$ cat config.mk
export PLATFORM = sky130hd
export DESIGN_NAME = fsb_master_flat
export DESIGN_NICKNAME = d
export VERILOG_FILES = /design/src/rtl/fsb_master_if.sv /design/src/rtl/fsb_master.sv /design/src/flat_wrapper.sv
export SDC_FILE = /design/constraint.sdc
export NUM_CORES = 1
export LEC_CHECK = 0
export ABC_AREA = 1
export CAP_MARGIN = 25
export CORE_ASPECT_RATIO = 1.4
export CORE_MARGIN = 10
export CORE_UTILIZATION = 46
export DETAILED_ROUTE_END_ITERATION = 7
export PLACE_DENSITY = 0.85
export REMOVE_ABC_BUFFERS = 1
export SLEW_MARGIN = 20
export SYNTH_ARGS = -nofsm -noshare
export SYNTH_HDL_FRONTEND = slang
export SYNTH_SLANG_ARGS = --single-unit
export TNS_END_PERCENT = 10
$ cat constraint.sdc
create_clock -name FCLK -period 2.4 [get_ports FCLK]
set_input_delay 0.24 -clock FCLK [delete_from_list [all_inputs] [get_ports FCLK]]
set_output_delay 0.24 -clock FCLK [all_outputs]
set_load 0.1 [all_outputs]
$ cat src/rtl/fsb_master_if.sv
// Front-side-bus pin bundle between the bus initiator and the board responder.
interface fsb_master_if;
  logic [22:0] A;
  logic [15:0] Dout;
  logic        Doe;
  logic [15:0] Din;
  logic        nAS;
  logic        nUDS;
  logic        nLDS;
  logic        RnW;
  logic        nVMA;
  logic        E;
  logic        nDTACK;
  logic        nVPA;
  logic        nBERR;

  modport master (
    output A, Dout, Doe, nAS, nUDS, nLDS, RnW, nVMA, E,
    input  Din, nDTACK, nVPA, nBERR
  );

  modport slave (
    input  A, Dout, Doe, nAS, nUDS, nLDS, RnW, nVMA, E,
    output Din, nDTACK, nVPA, nBERR
  );
endinterface

$ cat src/rtl/fsb_master.sv
// MC68000-style bus initiator: turns single-word internal requests into
// asynchronous FSB cycles terminated by nDTACK, nVPA/E or nBERR.
module fsb_master #(
  parameter int unsigned TIMEOUT = 64
) (
  input  logic               FCLK,
  input  logic               nRST,
  input  logic               Req,
  input  logic               Write,
  input  logic [22:0]        Addr,
  input  logic [1:0]         BE,
  input  logic [15:0]        WData,
  output logic               Busy,
  output logic               Ack,
  output logic               Err,
  output logic [15:0]        RData,
  fsb_master_if.master       fsb
);

  localparam int unsigned WD_W   = $clog2(TIMEOUT);
  localparam int unsigned ECNT_W = 4;
  localparam logic [ECNT_W-1:0] E_LAST = ECNT_W'(9);
  localparam logic [ECNT_W-1:0] E_PRE  = ECNT_W'(5);
  localparam logic [WD_W-1:0]   WD_LAST = WD_W'(TIMEOUT - 1);

  typedef enum logic [3:0] {
    IDLE, ADDR, ASRT, WAIT, DATA, VPASYNC, VMA, TERM, RECOV
  } state_t;

  state_t            state;
  logic              wr_q;
  logic [1:0]        be_q;
  logic [WD_W-1:0]   wd;
  logic [ECNT_W-1:0] ecnt;

  // Free-running 6800 E clock: count 0..9, high for counts 6..9.
  always_ff @(posedge FCLK) begin
    if (!nRST) begin
      ecnt  <= '0;
      fsb.E <= 1'b0;
    end else if (ecnt == E_LAST) begin
      ecnt  <= '0;
      fsb.E <= 1'b0;
    end else begin
      ecnt  <= ecnt + ECNT_W'(1);
      fsb.E <= (ecnt >= E_PRE);
    end
  end

  // Bus-cycle sequencer; pin values are registered together with the state they belong to.
  always_ff @(posedge FCLK) begin
    if (!nRST) begin
      state    <= IDLE;
      wr_q     <= 1'b0;
      be_q     <= 2'b11;
      wd       <= '0;
      Busy     <= 1'b0;
      Ack      <= 1'b0;
      Err      <= 1'b0;
      RData    <= '0;
      fsb.A    <= '0;
      fsb.Dout <= '0;
      fsb.Doe  <= 1'b0;
      fsb.nAS  <= 1'b1;
      fsb.nUDS <= 1'b1;
      fsb.nLDS <= 1'b1;
      fsb.RnW  <= 1'b1;
      fsb.nVMA <= 1'b1;
    end else begin
      Ack <= 1'b0;
      Err <= 1'b0;
      unique case (state)
        IDLE: begin
          if (Req) begin
            wr_q     <= Write;
            be_q     <= (BE == 2'b00) ? 2'b11 : BE;
            wd       <= '0;
            fsb.A    <= Addr;
            fsb.Dout <= WData;
            fsb.Doe  <= Write;
            fsb.RnW  <= ~Write;
            Busy     <= 1'b1;
            state    <= ADDR;
          end
        end
        ADDR: begin
          fsb.nAS <= 1'b0;
          if (!wr_q) begin
            fsb.nUDS <= ~be_q[1];
            fsb.nLDS <= ~be_q[0];
          end
          state <= ASRT;
        end
        ASRT: begin
          fsb.nUDS <= ~be_q[1];
          fsb.nLDS <= ~be_q[0];
          state    <= WAIT;
        end
        WAIT: begin
          if (!fsb.nBERR || (fsb.nDTACK && fsb.nVPA && (wd == WD_LAST))) begin
            // Bus error or watchdog expiry both end the cycle with Err.
            fsb.nAS  <= 1'b1;
            fsb.nUDS <= 1'b1;
            fsb.nLDS <= 1'b1;
            fsb.nVMA <= 1'b1;
            Ack      <= 1'b1;
            Err      <= 1'b1;
            state    <= TERM;
          end else if (!fsb.nDTACK) begin
            state <= DATA;
          end else if (!fsb.nVPA) begin
            state <= VPASYNC;
          end else begin
            wd <= wd + WD_W'(1);
          end
        end
        DATA: begin
          if (!wr_q) RData <= fsb.Din;
          fsb.nAS  <= 1'b1;
          fsb.nUDS <= 1'b1;
          fsb.nLDS <= 1'b1;
          fsb.nVMA <= 1'b1;
          Ack      <= 1'b1;
          state    <= TERM;
        end
        VPASYNC: begin
          if (!fsb.nBERR) begin
            fsb.nAS  <= 1'b1;
            fsb.nUDS <= 1'b1;
            fsb.nLDS <= 1'b1;
            fsb.nVMA <= 1'b1;
            Ack      <= 1'b1;
            Err      <= 1'b1;
            state    <= TERM;
          end else if (ecnt == E_PRE) begin
            // Enter VMA so nVMA goes low exactly as E rises.
            fsb.nVMA <= 1'b0;
            state    <= VMA;
          end
        end
        VMA: begin
          if (ecnt == E_LAST) begin
            if (!wr_q) RData <= fsb.Din;
            fsb.nAS  <= 1'b1;
            fsb.nUDS <= 1'b1;
            fsb.nLDS <= 1'b1;
            fsb.nVMA <= 1'b1;
            Ack      <= 1'b1;
            state    <= TERM;
          end
        end
        TERM: begin
          fsb.Doe <= 1'b0;
          fsb.RnW <= 1'b1;
          state   <= RECOV;
        end
        RECOV: begin
          if (fsb.nDTACK && fsb.nVPA && fsb.nBERR) begin
            Busy  <= 1'b0;
            state <= IDLE;
          end
        end
        default: begin
          Busy  <= 1'b0;
          state <= IDLE;
        end
      endcase
    end
  end

endmodule
$ cat src/flat_wrapper.sv
// flat-port wrapper written by rule: the top's interface ports become plain ports
module fsb_master_flat 
#(
  parameter int unsigned TIMEOUT = 64
)
  (FCLK, nRST, Req, Write, Addr, BE, WData, Busy, Ack, Err, RData, fsb_A, fsb_Dout, fsb_Doe, fsb_nAS, fsb_nUDS, fsb_nLDS, fsb_RnW, fsb_nVMA, fsb_E, fsb_Din, fsb_nDTACK, fsb_nVPA, fsb_nBERR);
  fsb_master_if fsb_i ();
  input  logic FCLK;
  input  logic nRST;
  input  logic Req;
  input  logic Write;
  input  logic [22:0] Addr;
  input  logic [1:0] BE;
  input  logic [15:0] WData;
  output logic Busy;
  output logic Ack;
  output logic Err;
  output logic [15:0] RData;
  output wire logic [$bits(fsb_i.A)-1:0] fsb_A;
  output wire logic [$bits(fsb_i.Dout)-1:0] fsb_Dout;
  output wire logic [$bits(fsb_i.Doe)-1:0] fsb_Doe;
  output wire logic [$bits(fsb_i.nAS)-1:0] fsb_nAS;
  output wire logic [$bits(fsb_i.nUDS)-1:0] fsb_nUDS;
  output wire logic [$bits(fsb_i.nLDS)-1:0] fsb_nLDS;
  output wire logic [$bits(fsb_i.RnW)-1:0] fsb_RnW;
  output wire logic [$bits(fsb_i.nVMA)-1:0] fsb_nVMA;
  output wire logic [$bits(fsb_i.E)-1:0] fsb_E;
  input wire logic [$bits(fsb_i.Din)-1:0] fsb_Din;
  input wire logic [$bits(fsb_i.nDTACK)-1:0] fsb_nDTACK;
  input wire logic [$bits(fsb_i.nVPA)-1:0] fsb_nVPA;
  input wire logic [$bits(fsb_i.nBERR)-1:0] fsb_nBERR;
  assign fsb_A = fsb_i.A;
  assign fsb_Dout = fsb_i.Dout;
  assign fsb_Doe = fsb_i.Doe;
  assign fsb_nAS = fsb_i.nAS;
  assign fsb_nUDS = fsb_i.nUDS;
  assign fsb_nLDS = fsb_i.nLDS;
  assign fsb_RnW = fsb_i.RnW;
  assign fsb_nVMA = fsb_i.nVMA;
  assign fsb_E = fsb_i.E;
  assign fsb_i.Din = fsb_Din;
  assign fsb_i.nDTACK = fsb_nDTACK;
  assign fsb_i.nVPA = fsb_nVPA;
  assign fsb_i.nBERR = fsb_nBERR;
  fsb_master #(.TIMEOUT(TIMEOUT)) u_core (.FCLK(FCLK), .nRST(nRST), .Req(Req), .Write(Write), .Addr(Addr), .BE(BE), .WData(WData), .Busy(Busy), .Ack(Ack), .Err(Err), .RData(RData), .fsb(fsb_i));
endmodule
==> run summary, run 1 <==
After detailed routing, the average wire length per cell comes to 14.4 um. In the post-synthesis netlist, the biggest area contributors are sky130_fd_sc_hd__dfxtp_1, sky130_fd_sc_hd__nand2_1, sky130_fd_sc_hd__a21oi_1. Static timing analysis puts the maximum clock frequency at 0.586 GHz.

The run gives 0.69 ns as the register-to-register setup slack. Number of cells on the worst reg-to-reg path: 8. The count of port buffers added during placement is 128. The count of buffers added by post-CTS timing repair for setup was 0.

For the final routed database, the setup TNS stands at 0 ns. The worst hold path passes through 3 cells. The number of antenna diodes in the final layout is 0.

After synthesis, the share of flip-flops with an asynchronous set or reset is 0%. Counting the fill cells in the layout gives 580. The cell leakage power came out at 0.00197 uW. Once layout is complete, the utilization of the core stands at 66.4%. At the pin with the least slew margin, the transition time is 0.590 ns. For the number of iterations in the first detailed-routing pass, the log shows 4. The count of hold buffers inserted by post-cts repair is 0, and the via density per instance is 4.97. Setup violations remaining at the end of the flow were counted as 0. Entering global routing, the biggest net connects 47 pins.

The tools report the half-perimeter wire length of the detailed placement result as 7370 um. The die covers 11000 sq um. Setup repair after global routing left no endpoint under its margin. STA classifies the critical path endpoint as a flip-flop.

For this run the aggregate overflow at the end of global routing stands at 0. The tools report the final max-slew violation count as 0. Leaving out fill and tap cells, the most frequent cell in the layout is sky130_fd_sc_hd__nand2_1.

The run gives 0.924 as the final weighted congestion in routability-driven placement. The worst hold path belongs to the class in -> reg. Each instance of the synthesized netlist takes up on average 7.60 sq um.

After detailed routing, the number of remaining DRC violations is 0. Summed over its instances, the top area cell type makes up 49.5% of the synthesized netlist area. The logs give 129 for the total I/O pin count and 0 for the total count of hold-check failures in the final report. The starting density of the core is 47.5%, and the die outline width is 91.7 um. The synthesized netlist occupies a cell area of 3310 sq um.

Synthesis instantiated 31 different standard cells from the library. Max-cap violations in this run came to 0. The synthesis warning total is 0.

In the final layout, the share of cells above drive strength 1 is 18.9%. For the clock sink count, the log shows 82. Reg-to-reg critical path startpoint: u_core.wd[0]$_SDFFE_PN0P_.

The run gives 3397 as the via count of the first global-routing pass. The first routing iteration left 192 violations. The routed design has 9530 um of wire. Worst ir drop on vdd: 905 uV. The worst-case clock skew was 0.00764 ns; the number of register bits inferred by synthesis was 82. The post-layout minimum cycle time works out to 1.71 ns.

The run finished with clean final reports. For the level count of the clock H-tree, the log shows 3. Leaving out fill and tap cells, the most frequent cells in the layout are sky130_fd_sc_hd__nand2_1, sky130_fd_sc_hd__dfxtp_1, sky130_fd_sc_hd__buf_4, sky130_fd_sc_hd__clkdlybuf4s50_1, sky130_fd_sc_hd__a21oi_1. The power per cell area was 1200 nW/um^2; the sequential element share of the synthesized area was 49.5%.

Across every metal layer, demand over resource in global routing totals 16.9%. Once detail routing completed, the nets flagged for antenna violations numbered 0. The number of antenna violations at the first check in global routing was 0. The critical path start-end classification was reg -> reg.

The maximum fanout along the worst path was 5. The number of synthesized flops with an enable pin was 0. For the worst-skew pair, the clock arrives at the later sink with an insertion delay of 0.35 ns. TritonCTS created 9 clock buffers. Main flop type after synthesis: sky130_fd_sc_hd__dfxtp_1.

The run gives 630 as the final-stage net count. At the worst endpoint, the required time is 2.63 ns. Clock-pin slew was measured on the worst setup and hold paths at 0.08 ns. The routed layout has 3277 vias. The total core area came out at 6980 sq um. The worst setup path is launched from a flip-flop.

Compared with the post-synthesis result, the final layout area differs by 40.0%. The clock passes through at most 2 buffers. The endpoint identified for the worst register-to-register timing path is u_core.fsb.nVMA$_SDFFE_PN1P_. Once the clock tree was built, the resizer swapped 0 gates to a different size. The cell taking the most area after synthesis is sky130_fd_sc_hd__dfxtp_1. The buffer type at the clock tree root was sky130_fd_sc_hd__clkbuf_8.

For hold timing, the worst endpoint is u_core.fsb.Dout[15]$_SDFFE_PN0P_. The startpoint identified for the worst hold timing path is WData[15]. The first global-routing pass estimated 15400 um of wire. The vertical extent of the die was 120 um; the worst relative slew slack was 60.6%. The run gives 36 as the number of cell rows. TritonCTS built the clock tree.

After layout, the worst path uses 71.1% of the clock period. At the worst endpoint, the arrival time is 1.94 ns. Synthesis produced a netlist whose cell count is 436.
## worst max path at each step
stage	startpoint	to	slack, ns
5_1_grt	u_core.wd[0]$_SDFFE_PN0P_	u_core.fsb.nVMA$_SDFFE_PN1P_	0.50
2_1_floorplan	u_core.state[0]$_SDFFE_PN0P_	u_core.fsb.RnW$_SDFFE_PN1P_	0.32
6_report	u_core.wd[0]$_SDFFE_PN0P_	u_core.fsb.nVMA$_SDFFE_PN1P_	0.69
4_1_cts	u_core.wd[0]$_SDFFE_PN0P_	u_core.fsb.nVMA$_SDFFE_PN1P_	0.72
3_5_place_dp	Req	u_core.fsb.Dout[4]$_SDFFE_PN0P_	0.68
3_3_place_gp	Req	u_core.fsb.Dout[1]$_SDFFE_PN0P_	0.75
## per-layer routing
metal	vias up	track usage [%]	routed length [um]
li1	1647	-	-
met1	1476	16.5	3710
met2	133	28.7	4470
met3	21	9.29	1090
met4	0	8.12	259
met5	-	0	0
## metrics by stage
stage,area (sq um),hold slack (ns),instances,power (uW),setup slack [ns]
2_1_floorplan,3200,0.309,417,4020,0.323
3_3_place_gp,4480,0.446,646,4690,0.751
3_5_place_dp,4480,0.455,646,4750,0.681
4_1_cts,4640,0.425,660,5590,0.716
5_1_grt,4640,0.439,660,5850,0.496
6_report,4640,0.433,660,5560,0.694
## worst max-delay path, stage by stage (launching register included)
cell and delay, ns:
sky130_fd_sc_hd__dfxtp_1 0.36, sky130_fd_sc_hd__ha_1 0.19, sky130_fd_sc_hd__nand2_1 0.09, sky130_fd_sc_hd__nor2_1 0.21
sky130_fd_sc_hd__nand3_1 0.12, sky130_fd_sc_hd__nand3_1 0.20, sky130_fd_sc_hd__nand2_1 0.11, sky130_fd_sc_hd__o21ai_0 0.23
sky130_fd_sc_hd__nand2_1 0.09
## state kept, by name, indices dropped and copies added (netlist names)
| register | count |
|---|---|
| u_core.Ack | 1 |
| u_core.Busy | 1 |
| u_core.Err | 1 |
| u_core.RData | 16 |
| u_core.be_q | 2 |
| u_core.ecnt | 4 |
| u_core.fsb.A | 23 |
| u_core.fsb.Doe | 1 |
| u_core.fsb.Dout | 16 |
| u_core.fsb.E | 1 |
| u_core.fsb.RnW | 1 |
| u_core.fsb.nAS | 1 |
| u_core.fsb.nLDS | 1 |
| u_core.fsb.nUDS | 1 |
| u_core.fsb.nVMA | 1 |
| u_core.state | 4 |
| u_core.wd | 6 |
| u_core.wr_q | 1 |
## area by class of cell
cell class	instances	area [sq um]	share of cell area, %
flip-flops and latches	82	1640	35.4
multi-input cells	310	1460	31.4
repair buffers	134	1160	25.1
clock buffers	11	141	3.05
well taps	95	119	2.56
inverters	25	96.3	2.08
clock inverters	3	17.5	0.378
## cell families after synthesis
family                     count (synthesis)  synth area share (%)
DFF                                       82                  49.5
adders and majority gates                  4                  1.51
AOI/OAI and AO/OA                         88                  13.7
buffers and inverters                     44                  6.46
and+or+nand+nor                          217                  28.6
xor gates and xnor gates                   1                 0.264
## power breakdown
group	internal [uW]	leakage, uW	switching (uW)
combinational	672	0.00122	2250
clock	389	0.0000810	467
sequential	1610	0.000669	167
## synthesized netlist by cell type (all sizes together) (3+ instances only)
cell type and instances:
a21oi 57, buf 12, clkbuf 7, dfxtp 82, ha 4, inv 25
nand2 134, nand3 20, nor2 54, nor3 3, o21a 3, o21ai 26
No activity file was read; power rests on OpenSTA's default activity.
==> run 2, diff against run 1 <==
Settings changed: CORE_UTILIZATION 46 to 43, PLACE_DENSITY 0.85 to 0.8.
Clock period 2.4 ns to 1.6 ns, I/O delays scaled along.
==> run 2 against run 1 <==
Setup slack lost 0.56 ns. Power grew 73%. Sequential share of layout area shrank 5.8 points. Die area grew 5.6%. Critical path depth shrank 1. Worst hold slack lost 0.092 ns. Cell count grew 1.1%. Combinational power grew 81%. Sequential power grew 58%. Wire length grew 10%. Global-route usage grew 0.85 points. Fmax grew 16%.
==> run summary, run 2 (synthesis gave the netlist of run 1 again) <==
The worst hold path terminates at u_core.fsb.Dout[3]$_SDFFE_PN0P_. The number of iterations in the first detailed-routing pass is 4 (unchanged), and the total core area is 7450 sq um (+6.8%). The flip-flop and latch area is 1650 sq um (+0.23%). The max capacitance violation total is 0 (unchanged), and the register-to-register setup slack is 0.13 ns (-0.56 ns). For the arrival time at the worst endpoint, the log shows 1.72 ns (-0.22 ns).

For this design, the slowest cell found on the critical path is sky130_fd_sc_hd__dfxtp_1. The logs give 0.341 ns (-0.0925 ns) for the worst hold slack after final layout and 0 (unchanged) for the final setup violation count. For the overflow left after global routing, the log shows 0 (unchanged). The starting density of the core was 44.5% (-3.0 points). Setup repair after global routing left no endpoint under its margin. The total I/O pin count is 129 (unchanged). The count of filler cells inserted in the layout came out at 483 (-17%). The logs give 3350 (+2.2%) for the via total after detailed routing and 0 (unchanged) for the total count of hold-check failures in the final report. The first-pass GRT wire length was 16400 um (+6.0%). The worst ir drop on vdd came out at 1570 uV (+73%). STA classifies the critical path startpoint as a flip-flop. The run gives 78.0% (+17 points) as the worst relative slew slack.

Area of placed instances: 5350 sq um (+20%). For the final max-slew violation count, the log shows 0 (unchanged). Largest net degree at the start of global routing: 39 (-17%). The tightest min-delay check is of the in -> reg type. The tools report the level count of the clock H-tree as 3 (unchanged). In this run the most critical hold path is launched from WData[3]. TritonCTS built the clock tree. The run gives 29.4% (+0.73 points) as the fraction of met2 tracks used by global routing.

The count of port buffers added during placement is 128 (unchanged). Traced cell by cell, the critical path runs through nor2_4, nand2_2, nand2_1, nand2_1, nor2_4, nand2_2, o21a_1. Antenna cell count: 0 (unchanged). The register with the most flip-flops in the final layout is u_core.fsb.A. The maximum fanout along the worst path is 7 (+2), and the number of cells on the worst reg-to-reg path is 7 (-1). The logs give 0.681 GHz (+16%) for the achievable frequency and 11700 sq um (+5.6%) for the die footprint. The power per cell area is 1730 nW/um^2 (+44%). The data required time of the critical path is 1.85 ns (-0.78 ns). The largest registers in the layout are u_core.fsb.A x23, u_core.RData x16, u_core.fsb.Dout x16. The buffer type at the clock tree root is sky130_fd_sc_hd__clkbuf_8.

The half-perimeter wire length of the detailed placement result is 8230 um (+12%). The commonest non-fill, non-tap cell in the layout was sky130_fd_sc_hd__nand2_1. The via count of the first global-routing pass was 3414 (+0.50%); the routed length per instance was 15.7 um (+9.0%). The run gives 16.8% (+0.30 points) as the global-route track usage on met1. Total placed cells including tap cells: 651 (+0.77%). Cell leakage power: 0.00221 uW (+12%).

The die outline width was 94.2 um (+2.7%). In the layout the commonest cells are sky130_fd_sc_hd__nand2_1, sky130_fd_sc_hd__dfxtp_1, sky130_fd_sc_hd__buf_12, sky130_fd_sc_hd__clkdlybuf4s50_1, sky130_fd_sc_hd__a21oi_1. The flow ran to the end, and the final reports show no timing, DRC or antenna violations.

The count of buffers added by post-CTS timing repair for setup is 0 (unchanged), and the cell depth of the worst hold path is 3 (unchanged). The fraction of layout cells with a size suffix above 1 came out at 20.9% (+1.9 points). The reg-to-reg critical path startpoint was u_core.state[2]$_SDFFE_PN0P_. The run gives 0.877 (-5.1%) as the final weighted congestion in routability-driven placement. The tools report the total CTS buffers as 9 (unchanged).

For the final-stage net count, the log shows 633 (+0.48%). From synthesis to final layout, the design area changed by 67.9%. The busiest layer in global routing was met2. The post-layout minimum cycle time was 1.47 ns (-0.237 ns); the overall global routing resource usage was 17.8% (+0.85 points).

The fraction of the cycle the final worst path needs is 91.8% (+21 points). The largest incremental delay on the critical path works out to 0.38 ns (+0.02 ns). The run gives 0.36 ns (about the same) as the worst-skew pair later-pin latency.

The flip-flop count of the largest register after layout came out at 23 (unchanged). The routed wire length came out at 10500 um (+10%). The violation count after the first detailed-routing iteration is 147 (-23%), and the clock transition time at the flip-flop clock pins of the worst setup and hold paths is 0.09 ns (about the same). The via density per instance was 5.02 (+1.2%); the worst-case clock skew was 0.00847 ns (+0.000837 ns).

The remaining number of nets flagged by the antenna check after routing is 0 (unchanged). The run gives 5560 sq um (+20%) as the post-route cell area. The DRC violation count after routing was 0 (unchanged).

The transition time at the pin with the least slew margin was 0.329 ns (-0.261 ns). The number of antenna violations at the first check in global routing is 0 (unchanged). The clock sink count was 82 (unchanged); the number of cell rows was 37 (+2.8%). STA classifies the critical path endpoint as a flip-flop.

The vertical extent of the die was 124 um (+2.9%); the number of standard cells in the final layout excluding fillers was 667 (+1.1%). The global routing usage on met3 was 12.2% (+2.9 points). The area of combinational cells with multiple inputs came out at 1480 sq um (+1.2%).

The worst setup path is of the reg -> reg kind. The tools report the number of buffers between clock root and the deepest sink as 2 (unchanged). The endpoint of the worst register-to-register path was u_core.wd[0]$_SDFFE_PN0P_.
run 2: changes by cell type in the layout (fill, tap and decap cells not counted), sizes merged:
cell	previous run	this run
bufinv	0	1
clkinvlp	1	2
buf	71	74
run 2: worst max path at each step:
stage | from | end | slack (ns) | cells after the start
floorplan | u_core.state[0]$_SDFFE_PN0P_ | u_core.fsb.RnW$_SDFFE_PN1P_ | -0.48 | 6
global placement | fsb_nDTACK | u_core.state[0]$_SDFFE_PN0P_ | 0.11 | 10
detailed placement | fsb_nDTACK | u_core.state[0]$_SDFFE_PN0P_ | 0.07 | 10
CTS | u_core.wd[0]$_SDFFE_PN0P_ | u_core.fsb.nVMA$_SDFFE_PN1P_ | 0.04 | 8
global route | u_core.wd[0]$_SDFFE_PN0P_ | u_core.wd[1]$_SDFFE_PN0P_ | 0.02 | 9
finish | u_core.state[2]$_SDFFE_PN0P_ | u_core.wd[0]$_SDFFE_PN0P_ | 0.13 | 7
run 2: final cells by class:
class	instances	share of cell area [%]
Clock buffer	11	2.36
Multi-Input combinational cell	310	26.5
Tap cell	97	2.18
Sequential cell	82	29.6
Inverter	25	1.73
Clock inverter	5	0.990
Timing Repair Buffer	137	36.6
run 2: repair_timing:
action	4_1_cts	5_1_grt
hold buffers	0	0
resized for setup	0	8
setup endpoints to repair	0	14
run 2: power breakdown:
part | internal [uW] | leakage (uW) | switching [uW]
combinational | 1830 | 0.00145 | 3480
clock | 717 | 0.0000893 | 755
sequential | 2420 | 0.000671 | 399
total | 4970 | 0.00221 | 4630
run 2: worst max-delay path: cells and delay by family, from the launching register on:
kind               cells  cell delay [ns]
and+or+nand+nor        6             0.81
AOI/OAI and AO/OA      1             0.17
DFF                    1             0.38
run 2: metal layers:
layer	vias to the layer above	share of wire, %
met3	12	14
li1	1667	-
met1	1533	35
met4	0	1.6
met5	-	0
met2	138	50
run 2: metrics by stage:
| step | power (uW) | worst slack (ns) | TNS, ns | utilization [%] |
|---|---|---|---|---|
| final | 9600 | 0.131 | 0 | 74.6 |
| after global routing | 10000 | 0.0166 | 0 | 74.6 |
| after CTS | 9630 | 0.0403 | 0 | 74.3 |
| after detailed placement | 8160 | 0.0690 | 0 | 71.8 |
| after global placement | 8060 | 0.111 | 0 | 71.8 |
| after floorplan | 6040 | -0.477 | -15.08 | - |
